[config.mk]
export PLATFORM = sky130hd
export DESIGN_NAME = decode_flat
export DESIGN_NICKNAME = d
export VERILOG_FILES = /design/src/rtl/decode_pkg.sv /design/src/rtl/decode_if.sv /design/src/rtl/decode.sv /design/src/flat_wrapper.sv
export SDC_FILE = /design/constraint.sdc
export NUM_CORES = 1
export LEC_CHECK = 0
export BUFFER_PORTS_ARGS = -buffer_cell sky130_fd_sc_hd__clkbuf_2
export CAP_MARGIN = 20
export CORE_MARGIN = 2
export CORE_UTILIZATION = 30
export DETAILED_ROUTE_END_ITERATION = 8
export MAX_ROUTING_LAYER = met4
export PLACE_DENSITY = 0.53
export SLEW_MARGIN = 20
export SYNTH_ARGS = -nofsm -noshare
export SYNTH_HDL_FRONTEND = slang
export SYNTH_SLANG_ARGS = --single-unit
[constraint.sdc]
create_clock -name clk -period 4.34 [get_ports clk]
set_clock_uncertainty 0.1 [all_clocks]
set_input_delay 0.868 -clock clk [delete_from_list [all_inputs] [get_ports clk]]
set_output_delay 0.868 -clock clk [all_outputs]
set_load 0.03 [all_outputs]
[src/rtl/decode_pkg.sv]
// Shared 6502 types: data/address words, mnemonics and addressing modes.
// ILL marks any byte that is not a documented NMOS opcode.
package common_types;

    typedef logic [7:0]  data_t;
    typedef logic [15:0] addr_t;

    typedef enum logic [5:0] {
        ADC, AND, ASL, BCC, BCS, BEQ, BIT, BMI, BNE, BPL, BRK, BVC, BVS, CLC,
        CLD, CLI, CLV, CMP, CPX, CPY, DEC, DEX, DEY, EOR, INC, INX, INY, JMP,
        JSR, LDA, LDX, LDY, LSR, NOP, ORA, PHA, PHP, PLA, PLP, ROL, ROR, RTI,
        RTS, SBC, SEC, SED, SEI, STA, STX, STY, TAX, TAY, TSX, TXA, TXS, TYA,
        ILL
    } opc_t;

    typedef enum logic [3:0] {
        IMP, ACC, IMM, ZP, ZPX, ZPY, ABS, ABSX, ABSY, IND, INDX, INDY, REL
    } addmod_t;

    typedef struct packed {
        opc_t    opc;
        addmod_t mode;
    } dec_t;

endpackage

[src/rtl/decode_if.sv]
// Decoder bus: opcode byte and sample strobe in, decode results and monitor state out.
interface decode_if;
    import common_types::*;

    data_t      instr;
    logic       sample;
    opc_t       opcode;
    addmod_t    mode;
    logic       illegal;
    logic       illegal_seen;
    logic [7:0] illegal_op;

    modport master (
        output instr, sample,
        input  opcode, mode, illegal, illegal_seen, illegal_op
    );

    modport slave (
        input  instr, sample,
        output opcode, mode, illegal, illegal_seen, illegal_op
    );
endinterface

[src/rtl/decode.sv]
// Combinational NMOS 6502 opcode decoder with a sticky illegal-opcode monitor.
// Define DECODE_ILLEGAL_CAPTURE_EN to also latch the first illegal byte seen.
module decode
    import common_types::*;
(
    input  logic     clk,
    input  logic     reset,
    decode_if.slave  bus
);

    dec_t dec;
    logic illegal;
    logic seen_q, seen_d;

    always_comb begin
        dec = '{ILL, IMP};
        case (bus.instr)
            8'h69: dec = '{ADC, IMM};   8'h65: dec = '{ADC, ZP};
            8'h75: dec = '{ADC, ZPX};   8'h6D: dec = '{ADC, ABS};
            8'h7D: dec = '{ADC, ABSX};  8'h79: dec = '{ADC, ABSY};
            8'h61: dec = '{ADC, INDX};  8'h71: dec = '{ADC, INDY};
            8'h29: dec = '{AND, IMM};   8'h25: dec = '{AND, ZP};
            8'h35: dec = '{AND, ZPX};   8'h2D: dec = '{AND, ABS};
            8'h3D: dec = '{AND, ABSX};  8'h39: dec = '{AND, ABSY};
            8'h21: dec = '{AND, INDX};  8'h31: dec = '{AND, INDY};
            8'h0A: dec = '{ASL, ACC};   8'h06: dec = '{ASL, ZP};
            8'h16: dec = '{ASL, ZPX};   8'h0E: dec = '{ASL, ABS};
            8'h1E: dec = '{ASL, ABSX};
            8'h90: dec = '{BCC, REL};   8'hB0: dec = '{BCS, REL};
            8'hF0: dec = '{BEQ, REL};   8'h30: dec = '{BMI, REL};
            8'hD0: dec = '{BNE, REL};   8'h10: dec = '{BPL, REL};
            8'h50: dec = '{BVC, REL};   8'h70: dec = '{BVS, REL};
            8'h24: dec = '{BIT, ZP};    8'h2C: dec = '{BIT, ABS};
            8'h00: dec = '{BRK, IMP};
            8'h18: dec = '{CLC, IMP};   8'hD8: dec = '{CLD, IMP};
            8'h58: dec = '{CLI, IMP};   8'hB8: dec = '{CLV, IMP};
            8'hC9: dec = '{CMP, IMM};   8'hC5: dec = '{CMP, ZP};
            8'hD5: dec = '{CMP, ZPX};   8'hCD: dec = '{CMP, ABS};
            8'hDD: dec = '{CMP, ABSX};  8'hD9: dec = '{CMP, ABSY};
            8'hC1: dec = '{CMP, INDX};  8'hD1: dec = '{CMP, INDY};
            8'hE0: dec = '{CPX, IMM};   8'hE4: dec = '{CPX, ZP};
            8'hEC: dec = '{CPX, ABS};
            8'hC0: dec = '{CPY, IMM};   8'hC4: dec = '{CPY, ZP};
            8'hCC: dec = '{CPY, ABS};
            8'hC6: dec = '{DEC, ZP};    8'hD6: dec = '{DEC, ZPX};
            8'hCE: dec = '{DEC, ABS};   8'hDE: dec = '{DEC, ABSX};
            8'hCA: dec = '{DEX, IMP};   8'h88: dec = '{DEY, IMP};
            8'h49: dec = '{EOR, IMM};   8'h45: dec = '{EOR, ZP};
            8'h55: dec = '{EOR, ZPX};   8'h4D: dec = '{EOR, ABS};
            8'h5D: dec = '{EOR, ABSX};  8'h59: dec = '{EOR, ABSY};
            8'h41: dec = '{EOR, INDX};  8'h51: dec = '{EOR, INDY};
            8'hE6: dec = '{INC, ZP};    8'hF6: dec = '{INC, ZPX};
            8'hEE: dec = '{INC, ABS};   8'hFE: dec = '{INC, ABSX};
            8'hE8: dec = '{INX, IMP};   8'hC8: dec = '{INY, IMP};
            8'h4C: dec = '{JMP, ABS};   8'h6C: dec = '{JMP, IND};
            8'h20: dec = '{JSR, ABS};
            8'hA9: dec = '{LDA, IMM};   8'hA5: dec = '{LDA, ZP};
            8'hB5: dec = '{LDA, ZPX};   8'hAD: dec = '{LDA, ABS};
            8'hBD: dec = '{LDA, ABSX};  8'hB9: dec = '{LDA, ABSY};
            8'hA1: dec = '{LDA, INDX};  8'hB1: dec = '{LDA, INDY};
            // LDX/STX index through Y, not X
            8'hA2: dec = '{LDX, IMM};   8'hA6: dec = '{LDX, ZP};
            8'hB6: dec = '{LDX, ZPY};   8'hAE: dec = '{LDX, ABS};
            8'hBE: dec = '{LDX, ABSY};
            8'hA0: dec = '{LDY, IMM};   8'hA4: dec = '{LDY, ZP};
            8'hB4: dec = '{LDY, ZPX};   8'hAC: dec = '{LDY, ABS};
            8'hBC: dec = '{LDY, ABSX};
            8'h4A: dec = '{LSR, ACC};   8'h46: dec = '{LSR, ZP};
            8'h56: dec = '{LSR, ZPX};   8'h4E: dec = '{LSR, ABS};
            8'h5E: dec = '{LSR, ABSX};
            8'hEA: dec = '{NOP, IMP};
            8'h09: dec = '{ORA, IMM};   8'h05: dec = '{ORA, ZP};
            8'h15: dec = '{ORA, ZPX};   8'h0D: dec = '{ORA, ABS};
            8'h1D: dec = '{ORA, ABSX};  8'h19: dec = '{ORA, ABSY};
            8'h01: dec = '{ORA, INDX};  8'h11: dec = '{ORA, INDY};
            8'h48: dec = '{PHA, IMP};   8'h08: dec = '{PHP, IMP};
            8'h68: dec = '{PLA, IMP};   8'h28: dec = '{PLP, IMP};
            8'h2A: dec = '{ROL, ACC};   8'h26: dec = '{ROL, ZP};
            8'h36: dec = '{ROL, ZPX};   8'h2E: dec = '{ROL, ABS};
            8'h3E: dec = '{ROL, ABSX};
            8'h6A: dec = '{ROR, ACC};   8'h66: dec = '{ROR, ZP};
            8'h76: dec = '{ROR, ZPX};   8'h6E: dec = '{ROR, ABS};
            8'h7E: dec = '{ROR, ABSX};
            8'h40: dec = '{RTI, IMP};   8'h60: dec = '{RTS, IMP};
            8'hE9: dec = '{SBC, IMM};   8'hE5: dec = '{SBC, ZP};
            8'hF5: dec = '{SBC, ZPX};   8'hED: dec = '{SBC, ABS};
            8'hFD: dec = '{SBC, ABSX};  8'hF9: dec = '{SBC, ABSY};
            8'hE1: dec = '{SBC, INDX};  8'hF1: dec = '{SBC, INDY};
            8'h38: dec = '{SEC, IMP};   8'hF8: dec = '{SED, IMP};
            8'h78: dec = '{SEI, IMP};
            8'h85: dec = '{STA, ZP};    8'h95: dec = '{STA, ZPX};
            8'h8D: dec = '{STA, ABS};   8'h9D: dec = '{STA, ABSX};
            8'h99: dec = '{STA, ABSY};  8'h81: dec = '{STA, INDX};
            8'h91: dec = '{STA, INDY};
            8'h86: dec = '{STX, ZP};    8'h96: dec = '{STX, ZPY};
            8'h8E: dec = '{STX, ABS};
            8'h84: dec = '{STY, ZP};    8'h94: dec = '{STY, ZPX};
            8'h8C: dec = '{STY, ABS};
            8'hAA: dec = '{TAX, IMP};   8'hA8: dec = '{TAY, IMP};
            8'hBA: dec = '{TSX, IMP};   8'h8A: dec = '{TXA, IMP};
            8'h9A: dec = '{TXS, IMP};   8'h98: dec = '{TYA, IMP};
            default: dec = '{ILL, IMP};
        endcase
    end

    assign illegal     = (dec.opc == ILL);
    assign bus.opcode  = dec.opc;
    assign bus.mode    = dec.mode;
    assign bus.illegal = illegal;

    // Only the first qualifying illegal sample after reset is recorded.
    always_comb begin
        seen_d = seen_q;
        if (bus.sample && illegal && !seen_q) begin
            seen_d = 1'b1;
        end
    end

    always_ff @(posedge clk) begin
        if (reset) begin
            seen_q <= 1'b0;
        end else begin
            seen_q <= seen_d;
        end
    end

    assign bus.illegal_seen = seen_q;

`ifdef DECODE_ILLEGAL_CAPTURE_EN
    logic [7:0] iop_q, iop_d;

    always_comb begin
        iop_d = iop_q;
        if (bus.sample && illegal && !seen_q) begin
            iop_d = bus.instr;
        end
    end

    always_ff @(posedge clk) begin
        if (reset) begin
            iop_q <= 8'h00;
        end else begin
            iop_q <= iop_d;
        end
    end

    assign bus.illegal_op = iop_q;
`else
    assign bus.illegal_op = 8'h00;
`endif

endmodule

[src/flat_wrapper.sv]
// flat-port wrapper written by rule: the top's interface ports become plain ports
module decode_flat import common_types::*;
  (clk, reset, bus_instr, bus_sample, bus_opcode, bus_mode, bus_illegal, bus_illegal_seen, bus_illegal_op);
  decode_if bus_i ();
  input  logic clk;
  input  logic reset;
  input wire logic [$bits(bus_i.instr)-1:0] bus_instr;
  input wire logic [$bits(bus_i.sample)-1:0] bus_sample;
  output wire logic [$bits(bus_i.opcode)-1:0] bus_opcode;
  output wire logic [$bits(bus_i.mode)-1:0] bus_mode;
  output wire logic [$bits(bus_i.illegal)-1:0] bus_illegal;
  output wire logic [$bits(bus_i.illegal_seen)-1:0] bus_illegal_seen;
  output wire logic [$bits(bus_i.illegal_op)-1:0] bus_illegal_op;
  assign bus_i.instr = bus_instr;
  assign bus_i.sample = bus_sample;
  assign bus_opcode = bus_i.opcode;
  assign bus_mode = bus_i.mode;
  assign bus_illegal = bus_i.illegal;
  assign bus_illegal_seen = bus_i.illegal_seen;
  assign bus_illegal_op = bus_i.illegal_op;
  decode u_core (.clk(clk), .reset(reset), .bus(bus_i));
endmodule
[Word level (Yosys, flattened, before mapping)]
Memories as Yosys holds them, arrays and structs flattened.
Cells that the tools add are included.
Word-level totals
  bits of input ports: 11
  word-level logic and storage cells: 6
  flip-flop bits (word level): 1
  bits in read-only memories: 2560
  memories: 1
Cells by class
  reductions and logical operators: 3
  equal/unequal tests: 1
Memory list
  (name not given): words 256, bits a word 10, read ports 1, clocked after Yosys merged registers in 0, write ports 0, line decode.sv:17  | case (bus.instr)
Operator list (number)
  $eq 6x6->1 const B: 1
  $logic_and 1x1->1: 2
  $logic_not 1->1: 1

[Longest topological paths before layout]
An unclocked memory read counts as a cell.
  depth after elaboration: 4
  gate-level depth with buffers: 11
  mapped depth without buffers: 9

[Worst setup path after synthesis]
OpenSTA, ideal clock, no wires.
  kind: input-to-output
  start point: input bus_instr[1]
  end point: output bus_illegal
  path buffers: 2
  stages: 11
  arrival: 3345 ps
  required time: 3372 ps
  slack: 27 ps
  cell sequence: buf_2 > inv_1 > ha_1 > clkbuf_1 > o21ai_2 > a21oi_1 > a2111oi_0 > a311oi_1 > a31oi_1 > nand4bb_1 > nor2_1
Between the ends
  cells in the longest elaborated chain, start to end: 2
Ends and longest elaborated chain
  start: declaration: line flat_wrapper.sv:7  | input wire logic [$bits(bus_i.instr)-1:0] bus_instr;
  $mem_v2 256x10
  via bus_opcode[5]: line flat_wrapper.sv:9  | output wire logic [$bits(bus_i.opcode)-1:0] bus_opcode;
  $eq 6x6->1: line decode.sv:106  | assign illegal = (dec.opc == ILL);
  end: declaration: line flat_wrapper.sv:11  | output wire logic [$bits(bus_i.illegal)-1:0] bus_illegal;
The timed path passes the listed nets, and every way through them passes these cells.

[Final worst setup path]
  start point: input bus_instr[0]
  end point: output bus_illegal
Between the ends
  cells in the longest elaborated chain, start to end: 2
Ends and longest elaborated chain (line)
  $mem_v2 256x10
  $eq 6x6->1: decode.sv:106
Every way passes these cells.

==> results.toml <==
[run_status]
status = "finished clean"

[finish]
n_antenna_cell = 0
largest_reg_flops = 1
syn_to_final_growth_pct = 7.54
post-route-util_pct = 33.0
drive_gt1_share_pct = 22.6
fin_nets = 340

[grt]
grt.total_usage_pct = 20.4
grt_max_degree = 33
antenna_found_initial = 0
grt_overflow = 0
grt_pass1_wl_um = 12200
grt_pass1_vias = 2277

[synthesis]
yosysTopAreaCellShare_pct = 6.03
async_flop_share_pct = 0
seq_area_frac_synth_pct = 0.965
synth_area_um2 = 2070
yosysTopAreaCell = "a21oi_1"
synth-seq-cells = 1
synth-edff-count = 0
ys_top_cells_by_count = "a21oi_1, nand2_1, nor2_1"
yosysUniqueCellTypes = 73
synth_area_leaders = "a21oi_1, ha_1, nand2_1, buf_4, a211oi_1"
syn_inst = 304
avgSynthCellArea_um2 = 6.82
ys_warn_count = 0
synth_flop_cell = "dfxtp_1"

[detailed_routing]
avgRoutedWirePerCell_um = 19.2
drt-total-wl_um = 7640
drc = 0
drtAntennaViolNets = 0
via_per_inst = 6.31
initialDrtViolationCount = 303
dr.pass1.iters = 5
vias = 2518

[pwr]
powerDensity_nw_per_um2 = 129
ir_drop_uv = 68.5
leakage_nw = 0.907

[job]
drv_cap = 0

[clock_tree]
cts.clk_slew.worst_paths_ns = 0
hold_buffers = 0
cts_setup_buffers = 0
ctsResizeCount = 0
insertion_delay_ns = 0

[timing]
hold_viol = 0
setup_violations = 0
timing.final.crit_period_ns = 4.11
fmaxAchievable_mhz = 243
tns_ns = 0
slew_headroom_pct = 61.9
rsz0062_at_grt = "no"
slew_violations = 0
finalCritPeriodShare_pct = 94.7
worst_pin_slew_ns = 0.571

[floorplan]
die_area_um2 = 7600
placementRows = 30
fp.dieH_um = 87.2
io_pins = 31
die_width_um = 87.2
core_area_um2 = 6760
start_util_pct = 30.7

[placed_design]
dp_hpwl_um = 5620
gp_congestion = 0.965
port-buffer-count = 22

[setup_path]
crit_required_ns = 3.37
startpoint_type = "primary input"
end_kind = "primary output"
crit_type = "primary input to primary output"
crit_path_max_fanout = 12
cp.arrival_ns = 3.14

[hold_path]
hp-class = "flip-flop to flip-flop"
-- logic make-up after synthesis --
logic type,share of synthesized area [%]
compound gates,42.5
xor+xnor,0.845
buf+inv,18.1
other cells,0.181
fa+ha+maj,4.83
mux,4.04
flops,0.965
simple gates,28.5
-- routing by layer --
layer | global-route usage, % | part of all wire (%)
met1 | 28.4 | 43
met2 | 31.9 | 46
met3 | 1.42 | 8.5
met4 | 5.45 | 2.2
met5 | - | 0
-- layout by cell type, fill, tap and decap left out, types with 5 or more instances in the layout --
master    netlist  routed
a32oi_1         5       5
a31oi_1         7       7
nand3b_1        5       5
mux2i_1         5       5
buf_4          11      28
o21ai_0         9       9
conb_1          1       8
inv_1           9       9
nor2_1         20      20
a21o_1          5       5
nand2b_1       12      12
a211o_1         5       5
o211ai_1        6       6
clkbuf_2        0      22
a211oi_1       10      10
nand3_1        10      10
ha_1            8       8
nand2_1        25      25
a21oi_1        25      25
nor2b_1         7       7
-- power breakdown --
part | internal, W | switching, W
logic | 0.0000986 | 0.000179
clock network | 0 | 0
registers | 0.00000976 | 0.000000155
-- critical path: stages --
cell and delay, ns:
clkbuf_2 0.17, buf_4 0.23, ha_1 0.30, or3_1 0.37, a31o_2 0.26, a311oi_1 0.39
a31oi_1 0.13, nand4bb_1 0.18, nor2_1 0.06, clkbuf_2 0.18
-- area by class of cell --
class	instances	area [µm²]
Tap cell	80	100
Multi-Input combinational cell	254	1710
Fill cell	747	4530
Sequential cell	1	20.0
Inverter	12	45.0
Timing Repair Buffer	52	360
-- path summary, 6_finish.rpt --
path | startpoint | endpoint | slack (ns) | depth (start not counted)
hold reg to reg | u_core.bus.illegal_seen$_SDFFE_PP0P_ | u_core.bus.illegal_seen$_SDFFE_PP0P_ | 0.36 | 2
setup reg to reg | u_core.bus.illegal_seen$_SDFFE_PP0P_ | u_core.bus.illegal_seen$_SDFFE_PP0P_ | 3.72 | 2
hold / removal | u_core.bus.illegal_seen$_SDFFE_PP0P_ | u_core.bus.illegal_seen$_SDFFE_PP0P_ | 0.36 | 2
setup / recovery | bus_instr[0] | bus_illegal | 0.23 | 10
-- per-stage QoR --
step | cells | area [µm²] | hold WS, ns | power (W) | worst slack, ns
6_report | 399 | 2230 | 0.357 | 0.000287 | 0.232
5_1_grt | 399 | 2230 | 0.387 | 0.000309 | 0.0869
4_1_cts | 399 | 2230 | 0.366 | 0.000282 | 0.255
3_5_place_dp | 399 | 2230 | 0.365 | 0.000281 | 0.259
3_3_place_gp | 399 | 2230 | 0.358 | 0.000283 | 0.227
2_1_floorplan | 311 | 2100 | 0.495 | 0.000219 | 0.0272
Note: power is estimated with default switching activity, not from simulation.
